[src/rtl/lift_req_queue.sv]
// In-order request queue between the button-decode logic and the lift controller FSM.
// Define LIFT_REQ_DEDUP_EN to drop repeat calls for a code that is already queued.
module lift_req_queue #(
  parameter  int DEPTH = 4,
  localparam int CW    = $clog2(DEPTH + 1)
) (
  input  logic          clk,
  input  logic          rst,
  input  logic          req_vld,
  input  logic [2:0]    req_code,
  input  logic          done,
  output logic [2:0]    din,
  output logic          qEmpty,
  output logic [CW-1:0] count,
  output logic          overflow
);

  localparam int AW = $clog2(DEPTH);

  logic [2:0]    mem [DEPTH];
  logic [AW-1:0] rd_ptr;
  logic [AW-1:0] wr_ptr;
  logic          full;
  logic          legal;
  logic          dup;
  logic          pop;
  logic          push;
  logic          ovf_set;

  assign qEmpty = (count == '0);
  assign full   = (count == CW'(DEPTH));
  assign din    = qEmpty ? 3'b000 : mem[rd_ptr];

  // NOTE: every always_comb output gets a default before the case, otherwise a latch is inferred.
  always_comb begin
    legal = 1'b0;
    case (req_code)
      3'b001, 3'b010, 3'b011, 3'b110, 3'b111, 3'b100: legal = 1'b1;
      default:                                          legal = 1'b0;
    endcase
  end

  assign pop = done & ~qEmpty;

`ifdef LIFT_REQ_DEDUP_EN
  logic [7:0] pending;
  logic [7:0] pending_nxt;

  // A code being retired this cycle may be re-requested in the same cycle.
  assign dup = pending[req_code] & ~(pop & (din == req_code));

  // NOTE: combinational blocks use blocking '=', clocked blocks use non-blocking '<='.
  always_comb begin
    pending_nxt = pending;
    if (pop)  pending_nxt[din]      = 1'b0;
    if (push) pending_nxt[req_code] = 1'b1;
  end

  always_ff @(posedge clk) begin
    if (rst) pending <= '0;
    else     pending <= pending_nxt;
  end
`else
  assign dup = 1'b0;
`endif

  assign push    = req_vld & legal & ~dup & (~full | pop);
  assign ovf_set = req_vld & legal & ~dup & full & ~pop;

  always_ff @(posedge clk) begin
    if (rst) begin
      rd_ptr   <= '0;
      wr_ptr   <= '0;
      count    <= '0;
      overflow <= 1'b0;
    end else begin
      if (push) wr_ptr <= wr_ptr + 1'b1;
      if (pop)  rd_ptr <= rd_ptr + 1'b1;
      if (push & ~pop)      count <= count + 1'b1;
      else if (pop & ~push) count <= count - 1'b1;
      if (ovf_set) overflow <= 1'b1;
    end
  end

  // NOTE: storage is deliberately not reset; count gates din, so stale slots are never observed.
  always_ff @(posedge clk) begin
    if (push) mem[wr_ptr] <= req_code;
  end

endmodule

[config.mk]
export PLATFORM = sky130hd
export DESIGN_NAME = lift_req_queue
export DESIGN_NICKNAME = d
export VERILOG_FILES = /design/src/rtl/lift_req_queue.sv
export SDC_FILE = /design/constraint.sdc
export NUM_CORES = 1
export LEC_CHECK = 0
export BUFFER_PORTS_ARGS = -buffer_cell sky130_fd_sc_hd__buf_2
export CORE_MARGIN = 2
export CORE_UTILIZATION = 53
export CTS_CLUSTER_SIZE = 12
export DETAILED_ROUTE_END_ITERATION = 7
export GPL_TIMING_DRIVEN = 0
export PLACE_DENSITY = 0.84
export RECOVER_POWER = 100
export SLEW_MARGIN = 40
export SYNTH_ARGS = -nofsm -noshare
export SYNTH_HDL_FRONTEND = slang
export SYNTH_SLANG_ARGS = --single-unit
[constraint.sdc]
create_clock -name clk -period 2.3 [get_ports clk]
set_input_delay 0.23 -clock clk [delete_from_list [all_inputs] [get_ports clk]]
set_output_delay 0.23 -clock clk [all_outputs]
set_load 0.02 [all_outputs]
==> qor.yml <==
outcome:
  outcome: "finished clean"
global_routing:
  grt_usage: 0.161
  grt_pass1_wl_um: 2340
  antenna_found_initial: 0
  grt_max_degree: 14
  first_global_vias: 571
  grt_overflow: 0
critical_path:
  cpPeakStageDelay_ns: 0.48
  path_class: "reg -> reg"
  crit_path_end_kind: "register"
  crit_fanout: 8
  cp.arrival_ns: 2.45
  path_cells: "or4b_1, o211a_4, ha_1, inv_1, fa_1, xor2_1, or3_1, a21oi_1"
  crit_family: "simple AND/OR/NAND/NOR gates"
  crit_buf_inv: 1
  start_kind: "register"
  slowest_stage: "or4b_1"
  worst_ep_required_time_ns: 2.56
floorplanning:
  row_count: 15
  io_pins: 15
  dieArea_um2: 2190
  core_um2: 1730
  die_h_um: 46.8
  die_w_um: 46.8
  initial_utilization: 0.562
cts:
  clockBufferDepth: 2
  path_clk_slew_ns: 0.13
  cts_made_buffers: 3
  cts_tree: "yes"
  cts.sinks: 22
  clock_latency_ns: 0.31
  clockRootBuffer: "clkbuf_4"
  hold_buffers: 0
  cts_htree_levels: 1
routing:
  dr_wl_met3_um: 40
  wl_met2_um: 804
  avgRoutedWirePerCell_um: 13.7
  maxUsedRoutingLayer: "met4"
  via_per_inst: 5.04
  wl_um: 1580
  first_iter_violations: 15
  m1WireLength_um: 685
  drc: 0
  postRouteAntennaNets: 0
  num_vias: 580
  dr.pass1.iters: 4
timing:
  period_needed_ns: 2.19
  final_hold_viol_count: 0
  slew_viol_final: 0
  relSlewSlack: 0.645
  setup_viol: 0
  clock.fmax_mhz: 457
  tightest_slew_ns: 0.528
  fin_skew_ns: 0.00597
  period_share: 0.952
synth:
  netlist_top_cells_area: "edfxtp_1 37%, dfxtp_1 21%, mux4_2 7.0%, ha_1 6.5%, xor2_1 4.5%"
  synth_compound_area_frac: 0.0503
  synth_area_leader_cell: "edfxtp_1"
  netlist-cell-type-count: 24
  synth_fa_ha_area_frac: 0.0852
  ys_warn_count: 0
  async_flop_share: 0
  synth-simple-area-share: 0.116
  synthMuxAreaShare: 0.106
  synth_ff_type: "edfxtp_1"
  syn-instance-count: 71
  synthXorXnorAreaFrac: 0.0452
  synth_edf_count: 12
  syn-cell-area_um2: 970
  synth_seq_cells: 22
  synth_seq_area_share: 0.578
  syn_area_per_cell_um2: 13.7
  synth_top_family_by_area: "simple AND/OR/NAND/NOR gates"
  syn_nets: 84
  synth_top_area_share: 0.372
layout:
  finalNonFillerCells: 115
  final_nets: 104
  n_antenna_cell: 0
  drive_gt1_frac: 0.156
  design_area_um2: 1120
  fillers: 138
  post-route-util: 0.646
  areaGrowthSynthToFinish_pct: 15.1
place:
  gp_congestion: 0.671
  dpl_cell_area_um2: 1070
  hpwl_um: 1160
  numPortBuffers: 14
  dp_cells: 110
pwr:
  power_density_nw_per_um2: 1170
  power_leakage_uw: 0.000411
  ir_drop_v: 0.000712
hold_path:
  hold_class: "in -> reg"
job:
  cap_violations: 0
[Yosys cell counts, types with 2 or more instances]
cell,number
edfxtp_1,12
inv_1,4
and2_1,4
a21oi_1,2
ha_1,5
mux4_2,3
nor2b_1,3
nand2b_1,2
nor2_1,7
xor2_1,5
mux2i_1,2
dfxtp_1,10
[path summary, 6_finish.rpt]
kind	startpoint	to	slack (ns)	depth (start not counted)
max	count[2]$_SDFFE_PP0P_	count[2]$_SDFFE_PP0P_	0.11	8
min reg2reg	overflow$_SDFFE_PP0P_	overflow$_SDFFE_PP0P_	0.47	2
max reg2reg	count[2]$_SDFFE_PP0P_	count[2]$_SDFFE_PP0P_	0.11	8
min	rst	wr_ptr[1]$_SDFFE_PP0P_	0.18	3
[metrics by stage]
stage | setup WS (ns) | TNS, ns | power, uW | hold slack [ns]
2_1_floorplan | 0.101 | 0 | 923 | 0.329
3_3_place_gp | 0.126 | 0 | 1050 | 0.431
3_5_place_dp | 0.0674 | 0 | 1070 | 0.444
4_1_cts | 0.0350 | 0 | 1310 | 0.157
5_1_grt | -0.0102 | -0.0102 | 1390 | 0.191
6_report | 0.111 | 0 | 1310 | 0.181
[sequential cells by signal (all words and copies together), names as in the netlist, named ones only]
signal / flops
overflow: 1
rd_ptr: 2
mem: 12
count: 3
wr_ptr: 2
[final cells by class]
| class | count | area [um^2] | share of cell area |
|---|---|---|---|
| flip-flops and latches | 22 | 562 | 0.503 |
| multi-input cells | 44 | 394 | 0.353 |
| repair buffers | 15 | 62.6 | 0.0561 |
| clock buffers | 4 | 47.5 | 0.0426 |
| well taps | 25 | 31.3 | 0.0280 |
| inverters | 4 | 15.0 | 0.0135 |
| plain buffers | 1 | 3.75 | 0.00336 |
[cell usage in the layout (no fill, tap or decap)]
cell       count
o211ai_1       1
clkbuf_1      11
a21oi_1        2
edfxtp_1      12
nor3_1         1
o31ai_1        1
or3_1          1
inv_1          4
and2_0         4
fa_1           1
o311ai_0       1
or4b_1         1
nor2_1         7
nand2b_1       2
nor4b_1        1
clkbuf_16      1
mux2_1         1
ha_1           5
mux4_2         3
o21ai_0        1
buf_2          5
nor2b_1        3
xor2_1         5
clkbuf_4       3
dfxtp_1        9
mux2i_1        2
dfxtp_2        1
o211a_4        1
[worst reg2reg max path, cell delays in order, from the launching register on]
cell	delay, ns
dfxtp_1	0.45
or4b_1	0.48
o211a_4	0.19
ha_1	0.23
inv_1	0.09
fa_1	0.18
xor2_1	0.07
or3_1	0.30
a21oi_1	0.14
[timing repair]
| item | CTS | global route |
|---|---|---|
| hold endpoints to repair | 0 | 0 |
| setup buffers | 0 | 1 |
| endpoints found under the setup margin | 0 | 1 |
| resized for setup | 0 | 4 |
[power breakdown]
part / internal (uW) / total, uW / leakage, uW / switching [uW]
Clock: 133 / 254 / 0.0000261 / 121
Sequential: 486 / 562 / 0.000192 / 76.1
Combinational: 200 / 492 / 0.000192 / 292
[layer usage]
layer  vias to the layer above  GRT usage
met5                         -          0
met4                         0      0.117
met3                         5     0.0346
met2                        11      0.255
met1                       272      0.193
li1                        292          -
[cells by family after synthesis]
logic type / count (synthesis)
AO/OA/AOI/OAI: 7
XOR/XNOR: 5
adder cells (fa/ha/maj): 6
buffers and inverters: 5
flip-flops: 22
multiplexers: 6
AND/OR/NAND/NOR: 20
No activity file was read; power rests on OpenSTA's default activity.
